===== src/rtl/dotm_pkg.sv =====
// Shared types and helpers for the dot-matrix scan driver: phase encoding,
// pin polarity helpers and the row-index decoder.
package dotm_pkg;

   localparam int NUM_ROWS = 8;
   localparam int COL_W    = 8;

   // Default pin polarities; instances may override them.
   localparam bit ROW_ACTIVE_LOW_DEF = 1'b1;
   localparam bit COL_ACTIVE_LOW_DEF = 1'b0;

   typedef enum logic {
      S_BLANK = 1'b0,
      S_DRIVE = 1'b1
   } state_e;

   function automatic logic [COL_W-1:0] inactive_lvl(input bit active_low);
      return active_low ? {COL_W{1'b1}} : {COL_W{1'b0}};
   endfunction

   localparam logic [COL_W-1:0] ROW_OFF_DEF = inactive_lvl(ROW_ACTIVE_LOW_DEF);
   localparam logic [COL_W-1:0] COL_OFF_DEF = inactive_lvl(COL_ACTIVE_LOW_DEF);

   function automatic logic [COL_W-1:0] apply_pol(input logic [COL_W-1:0] v,
                                                   input bit active_low);
      return active_low ? ~v : v;
   endfunction

   function automatic logic [NUM_ROWS-1:0] row_onehot(input logic [2:0] idx);
      logic [NUM_ROWS-1:0] oh;
      oh      = '0;
      oh[idx] = 1'b1;
      return oh;
   endfunction

endpackage


===== src/rtl/dotm_row_timer.sv =====
// Row-slot sequencer: tick counter, BLANK/DRIVE phase, row index and the
// frame-start strobe. The tick output exists only when DOTM_PWM_EN is defined.
module dotm_row_timer
   import dotm_pkg::*;
#(
   parameter int ROW_TICKS   = 6250,
   parameter int BLANK_TICKS = 250
) (
   input  logic                          i_Clk,
   input  logic                          i_Rst,
   input  logic                          i_Enable,
   output state_e                        o_State,
`ifdef DOTM_PWM_EN
   output logic [$clog2(ROW_TICKS)-1:0]  o_Tick,
`endif
   output logic [2:0]                    o_Idx,
   output logic                          o_Load,
   output logic                          o_Frame_Start
);

   localparam int TW = $clog2(ROW_TICKS);
   localparam logic [TW-1:0] TICK_LAST  = TW'(ROW_TICKS - 1);
   localparam logic [TW-1:0] BLANK_LAST = TW'(BLANK_TICKS - 1);

   state_e          state_q, state_d;
   logic [TW-1:0]   tick_q, tick_d;
   logic [2:0]      idx_q, idx_d;
   logic            fs_q, fs_d;

   // A frame begins on the first slot of row 0; this also catches the first
   // enabled edge after a disable, since disable parks the sequencer there.
   assign o_Load = i_Enable && (state_q == S_BLANK) && (tick_q == '0) && (idx_q == '0);

   always_comb begin
      state_d = state_q;
      tick_d  = tick_q;
      idx_d   = idx_q;
      fs_d    = o_Load;
      if (!i_Enable) begin
         state_d = S_BLANK;
         tick_d  = '0;
         idx_d   = '0;
      end else begin
         unique case (state_q)
            S_BLANK: begin
               tick_d = tick_q + 1'b1;
               if (tick_q == BLANK_LAST) state_d = S_DRIVE;
            end
            S_DRIVE: begin
               if (tick_q == TICK_LAST) begin
                  tick_d  = '0;
                  idx_d   = idx_q + 1'b1;
                  state_d = S_BLANK;
               end else begin
                  tick_d = tick_q + 1'b1;
               end
            end
         endcase
      end
   end

   always_ff @(posedge i_Clk or negedge i_Rst) begin
      if (!i_Rst) begin
         state_q <= S_BLANK;
         tick_q  <= '0;
         idx_q   <= '0;
         fs_q    <= 1'b0;
      end else begin
         state_q <= state_d;
         tick_q  <= tick_d;
         idx_q   <= idx_d;
         fs_q    <= fs_d;
      end
   end

   assign o_State       = state_q;
   assign o_Idx         = idx_q;
   assign o_Frame_Start = fs_q;
`ifdef DOTM_PWM_EN
   assign o_Tick        = tick_q;
`endif

endmodule


===== src/rtl/dotm_scan_driver.sv =====
// 8x8 dot-matrix scan driver: per-frame map snapshot, registered row/column
// pins with polarity, optional column PWM dimming under DOTM_PWM_EN.
module dotm_scan_driver
   import dotm_pkg::*;
#(
   parameter int ROW_TICKS      = 6250,
   parameter int BLANK_TICKS    = 250,
   parameter bit ROW_ACTIVE_LOW = ROW_ACTIVE_LOW_DEF,
   parameter bit COL_ACTIVE_LOW = COL_ACTIVE_LOW_DEF
) (
   input  logic        i_Clk,
   input  logic        i_Rst,
   input  logic [63:0] i_Map_Data,
   input  logic        i_Enable,
`ifdef DOTM_PWM_EN
   input  logic [3:0]  i_Duty,
`endif
   output logic [7:0]  o_Row,
   output logic [7:0]  o_Col,
   output logic [2:0]  o_Row_Idx,
   output logic        o_Frame_Start
);

   localparam logic [7:0] ROW_OFF = inactive_lvl(ROW_ACTIVE_LOW);
   localparam logic [7:0] COL_OFF = inactive_lvl(COL_ACTIVE_LOW);

   state_e       state;
   logic [2:0]   idx;
   logic         load;
   logic         col_lit;

   logic [63:0]  shadow_q, shadow_d;
   logic [7:0]   row_q, row_d;
   logic [7:0]   col_q, col_d;
   logic [2:0]   idx_out_q, idx_out_d;

`ifdef DOTM_PWM_EN
   localparam int DRIVE_TICKS = ROW_TICKS - BLANK_TICKS;
   logic [$clog2(ROW_TICKS)-1:0] tick;
   logic [3:0]   duty_q, duty_d;
   logic [31:0]  pwm_pos, pwm_lim;
`endif

   dotm_row_timer #(
      .ROW_TICKS   (ROW_TICKS),
      .BLANK_TICKS (BLANK_TICKS)
   ) u_timer (
      .i_Clk         (i_Clk),
      .i_Rst         (i_Rst),
      .i_Enable      (i_Enable),
      .o_State       (state),
`ifdef DOTM_PWM_EN
      .o_Tick        (tick),
`endif
      .o_Idx         (idx),
      .o_Load        (load),
      .o_Frame_Start (o_Frame_Start)
   );

`ifdef DOTM_PWM_EN
   // Only meaningful in DRIVE, where tick >= BLANK_TICKS.
   always_comb begin
      pwm_pos = (32'(tick) - 32'(BLANK_TICKS)) << 4;
      pwm_lim = (32'(duty_q) + 32'd1) * 32'(DRIVE_TICKS);
      col_lit = pwm_pos < pwm_lim;
      duty_d  = load ? i_Duty : duty_q;
   end

   always_ff @(posedge i_Clk or negedge i_Rst) begin
      if (!i_Rst) duty_q <= 4'hF;
      else        duty_q <= duty_d;
   end
`else
   assign col_lit = 1'b1;
`endif

   // Pins follow the sequencer one cycle late; the row index is delayed the
   // same way so it only ever changes during a blank cycle.
   always_comb begin
      shadow_d  = load ? i_Map_Data : shadow_q;
      row_d     = ROW_OFF;
      col_d     = COL_OFF;
      idx_out_d = '0;
      if (i_Enable) begin
         idx_out_d = idx;
         if (state == S_DRIVE) begin
            row_d = apply_pol(row_onehot(idx), ROW_ACTIVE_LOW);
            col_d = col_lit ? apply_pol(shadow_q[{idx, 3'b000} +: 8], COL_ACTIVE_LOW)
                            : COL_OFF;
         end
      end
   end

   always_ff @(posedge i_Clk or negedge i_Rst) begin
      if (!i_Rst) begin
         shadow_q  <= '0;
         row_q     <= ROW_OFF;
         col_q     <= COL_OFF;
         idx_out_q <= '0;
      end else begin
         shadow_q  <= shadow_d;
         row_q     <= row_d;
         col_q     <= col_d;
         idx_out_q <= idx_out_d;
      end
   end

   assign o_Row     = row_q;
   assign o_Col     = col_q;
   assign o_Row_Idx = idx_out_q;

endmodule


===== config.mk =====
export PLATFORM = sky130hd
export DESIGN_NAME = dotm_scan_driver
export DESIGN_NICKNAME = d
export VERILOG_FILES = /design/src/rtl/dotm_pkg.sv /design/src/rtl/dotm_row_timer.sv /design/src/rtl/dotm_scan_driver.sv
export SDC_FILE = /design/constraint.sdc
export NUM_CORES = 1
export LEC_CHECK = 0
export BUFFER_PORTS_ARGS = -buffer_cell sky130_fd_sc_hd__buf_2
export CAP_MARGIN = 20
export CORE_MARGIN = 3
export CORE_UTILIZATION = 50
export CTS_CLUSTER_SIZE = 25
export DETAILED_ROUTE_END_ITERATION = 8
export MAX_ROUTING_LAYER = met4
export PLACE_DENSITY = 0.7
export SETUP_SLACK_MARGIN = 0.2
export SLEW_MARGIN = 15
export SYNTH_ARGS = -nofsm -noshare
export SYNTH_HDL_FRONTEND = slang
export SYNTH_SLANG_ARGS = --single-unit

===== constraint.sdc =====
create_clock -name i_Clk -period 5.9 [get_ports i_Clk]
set_input_delay 0.59 -clock i_Clk [delete_from_list [all_inputs] [get_ports i_Clk]]
set_output_delay 0.59 -clock i_Clk [all_outputs]
set_load 0.01 [all_outputs]

# [Yosys cells after proc, flatten, opt, wreduce, memory -nomap -nowiden]
# Cells that the tools add are included.
# W data, S select, Z words.
[totals] register_bits=101 inputBits=67
[op_classes] addsub=2 magnitude_cmp=2 eq_ne=4 shifts=1 mux=17 bitwise=2 reduce_logical=7
[ops] op="$shiftx A64 B7 Y8" n=1
[ops] op="$mux W8" n=4
[ops] op="$mux W13" n=2
[ops] op="$pmux W13 S2" n=1
[ops] op="$add A13 B1 Y13 const B" n=1
[ops] op="$eq A13 B13 Y1 const B" n=1
[ops] op="$eq A13 B8 Y1 const B" n=1
[ops] op="$logic_not A13 Y1" n=1
[ops] op="$mux W3" n=4
[ops] op="$not A8 Y8" n=1
[ops] op="$logic_and A1 B1 Y1" n=4
[ops] op="$lt A3 B4 Y1 const B" n=1
[ops] op="$mux W1" n=4
[ops] op="$ne A2 B1 Y1 const B" n=2
[ops] op="$add A3 B1 Y3 const B" n=1
[ops] op="$demux W1 S3" n=1
[ops] op="$ge A3 B1 Y1 const B" n=1
[ops] op="$logic_not A3 Y1" n=1
[ops] op="$pmux W1 S2" n=1
[ops] op="$reduce_and A2 Y1" n=1
[ops] op="$not A1 Y1" n=1

# [Depth between registers and ports, before layout]
[depth] depth_word=7 ltp_mapped=9 ltp_nobuf=6

# [By module]
# A second synthesis with hierarchy kept.
[unflattened] cells_unflattened=338 hier_area_um2=4500.6
[by_module_without_submodules] mod="dotm_scan_driver" instances=1 cells_per_inst=240 area_each_um2=3518.4
[by_module_without_submodules] mod="dotm_row_timer" instances=1 cells_per_inst=98 area_each_um2=982.2

# [Least setup slack after synthesis]
# Ideal clock, no wire load.
[synth_path] path_kind="register to register" start="reg u_timer.idx_q[0], in the netlist u_timer.o_Idx[0]" end="reg shadow_q[0]" setup_ps=125 arrival_time_ps=2319 t_required_ps=5775 slack_ps=3456 path_stages_with_launch=10 path_buffers=4 cell_sequence="dfrtp_1 -> buf_2 -> buf_1 -> inv_1 -> ha_1 -> nor4bb_1 -> and4b_1 -> buf_6 -> buf_12 -> mux2_4"
[synth_via] elab_chain_len=2
[synth_rtl] item="start: declaration" line="dotm_row_timer.sv:27" text="logic [2:0] idx_q, idx_d;"
[synth_rtl] item="start signal: assignment" line="dotm_row_timer.sv:71" text="idx_q <= idx_d;"
[synth_rtl] item="$logic_not A3 Y1" line="dotm_row_timer.sv:32" text="assign o_Load = i_Enable && (state_q == S_BLANK) && (tick_q == '0) && (idx_q == '0);"
[synth_rtl] item="$logic_and A1 B1 Y1" line="dotm_row_timer.sv:32"
[synth_rtl] item="end signal: assignment" line="dotm_scan_driver.sv:101" text="shadow_q <= shadow_d;"
[synth_rtl] item="end: declaration" line="dotm_scan_driver.sv:32" text="logic [63:0] shadow_q, shadow_d;"
# No other way between the ends.
# A chain may end at the register's enable or synchronous reset.

# [Worst setup path in the final report]
[layout_path] start="reg u_timer.idx_q[1], in the netlist u_timer.o_Idx[1]" end="reg shadow_q[40]"
# The elaborated chain is that of the path after synthesis.

==> metrics <==
Root Driver clkbuf_8; dominant cell by count in the synthesized netlist dfrtp_1; H-tree levels 3; Setup violations, final 0; I/O pin count between 80 and 90; I/O Buffers 86; Synth area leaders dfrtp_1 (49%), mux2_4 (19%), dfstp_2 (4.5%); Syn Area/Cell 13.9 um^2; syn nets 411; Slowest cell on crit path and4b_4; Max Cap Viol 0; post-route core utilization 59.7%; row count 34; GPL Wtd Cong 0.847; setup TNS 0 ns; number of flops mapped to enable cells by yosys 0; Lkg Pwr ~2.4 nW; critical path launch point type register; Final Max Slew Viols 0; DR iter-0 viols 119; CP Capture Type register; CTS buffer count 9; diode count 0; Yosys reg bits 101; pin count of the biggest net entering global routing 80; Commonest cells post-synth dfrtp_1 (93), mux2_4 (60), nor2_1 (33); Distinct cells, synth 40; hold_buf cts 0; Initial Util 52.9%; clk slew on worst S/H paths 0.10 ns; Final Net Count 496; Crit path required time 6.16 ns; Syn Inst Count about 340; worst-path fanout max 37; clock latency on the worst-skew pair 0.36 ns; Crit path max-delay family simple AND/OR/NAND/NOR gates; worst-path cell chain clkinv_1 -> ha_1 -> nor4bb_1 -> and4b_4 -> buf_4 -> mux2_2; gr ovfl total 0; number of antenna-violating nets in the routed design 0; outcome complete, no violations; post-detailed-route wirelength per cell roughly 17 um; Post-CTS Setup Bufs 0; leading area contributor after synthesis dfrtp_1; CTS tree done; RSZ-0062 raised after global routing no; Die Y 103 um; post-route setup slack 2.66 ns; Final Hold Viols 0; minimum clock period 3.24 ns; Syn. warnings 0; CP peak stage delay 0.70 ns; Crit Reg-Reg Startpoint u_timer.o_Idx[1]; vias per cell between 5 and 6; Core Footprint 8930 um^2; IR drop worst, VDD ~0.17 mV; Fmax achieved 308 MHz; Yosys top cell area share 49.3%; area of the die roughly 11000 um^2; Final Cycle Share 55.0%; actual slew at the worst max-slew pin about 0.98 ns; Routed WL 9.21 mm; GRT Resource Usage Total 18.9%; pre-CTS WS 2.66 ns; FF-to-FF setup slack roughly 2.7 ns; ys async rst share 100%; routed vias 2840; Cell Area, Synth 4720 um^2; Hold Crit Class input pin to async pin; detailed-router iteration count before antenna repair 4; vias in the first global route around 2900; worst path arrival time roughly 3.5 ns; # clock sinks 101; relative slew slack 34.8%; die width 103 um; sequential element share of the synthesized area 53.7%; Worst Skew 0.0148 ns; CTS resizes 0; global-route wire length before repair 15.1 mm; share of cells above drive strength 1 43.8%; ys flop type dfrtp_1; Power Density 300 nW/um^2; area delta synth->final 12.9%; DRC 0; WHS 0.117 ns; initial antenna violation count 0; Worst Setup SP u_timer.o_Idx[1]; Worst Path Buf+Inv 2; Final HPWL DP 6.45 mm; clock tree buffer depth 2; kind of critical path register to register
==> report_power, final <==
part / total [mW] / internal, mW / switching, mW
Combinational: 0.321 / 0.214 / 0.107
Clock: 0.397 / 0.165 / 0.232
Sequential: 0.880 / 0.809 / 0.0707
Total: 1.60 / 1.19 / 0.409
==> sequential cells by signal, summed over array words and instances, names as in the netlist <==
| register | count |
|---|---|
| u_timer.o_Frame_Start | 1 |
| shadow_q | 64 |
| o_Row_Idx | 3 |
| o_Col | 8 |
| u_timer.o_Idx | 3 |
| o_Row | 8 |
| u_timer.tick_q | 13 |
| u_timer.o_State | 1 |
==> worst paths after layout <==
path                                    end  cells after the start
setup / recovery               shadow_q[40]                      6
hold / removal             u_timer.o_Idx[0]                      1
setup reg to reg               shadow_q[40]                      6
hold reg to reg                shadow_q[37]                      1
max in group asynchronous      shadow_q[54]                      2
min in group i_Clk             shadow_q[49]                      2
==> worst reg2reg max path, delay by kind of cell (launching register included) <==
family / cells / cell delay, ns
multiplexers: 1 / 0.43
flip-flops: 1 / 0.58
adder cells (fa/ha/maj): 1 / 0.18
buffers and inverters: 2 / 0.89
AND/OR/NAND/NOR: 2 / 1.08
==> per-stage QoR <==
step,instance area (um^2),power (mW),cells
2_1_floorplan,4720,1.14,339
3_3_place_gp,5150,1.20,521
3_5_place_dp,5150,1.21,521
4_1_cts,5330,1.62,537
5_1_grt,5330,1.68,537
6_report,5330,1.60,537
==> layout make-up <==
| type | count | area (um^2) |
|---|---|---|
| Inverter | 9 | 33.8 |
| Tap cell | 108 | 135 |
| Sequential cell | 101 | 2540 |
| Clock buffer | 11 | 141 |
| Fill cell | 742 | 3600 |
| Clock inverter | 5 | 36.3 |
| Timing Repair Buffer | 90 | 463 |
| Multi-Input combinational cell | 213 | 1980 |
==> layout by cell type (no fill, tap or decap), drive strengths merged <==
master,n
mux2,64
clkinv,3
a2111oi,3
a31oi,1
ha,5
nand3,11
nor3,4
xor2,3
nand2,11
dfstp,8
o22ai,8
nor4bb,1
mux4,4
and4b,1
and2,4
mux2i,17
clkinvlp,3
nor4,9
dfrtp,93
nand2b,3
xnor2,10
a211oi,4
clkbuf,11
nor2,33
or3b,1
o21ai,2
nand4,2
and3,1
nor4b,1
or2,2
inv,8
buf,90
nor2b,7
or4,1
==> per-layer routing <==
metal | global-route usage (%) | wire [um] | up-vias
met4 | 5.18 | 82 | 0
met1 | 28.0 | 4580 | 1398
li1 | - | - | 1357
met2 | 26.4 | 4110 | 78
met5 | - | 0 | -
met3 | 4.23 | 441 | 7
==> cell families (layout without fill, tap and decap cells) <==
group / count (synthesis) / after routing / share of synthesized area, %
AO/OA/AOI/OAI: 18 / 18 / 2.60
XOR/XNOR: 13 / 13 / 2.41
adder cells (fa/ha/maj): 5 / 5 / 1.32
buffers and inverters: 25 / 115 / 4.32
flip-flops: 101 / 101 / 53.7
multiplexers: 85 / 85 / 25.5
AND/OR/NAND/NOR: 92 / 92 / 10.1
Note: power is estimated with default switching activity, not from simulation.
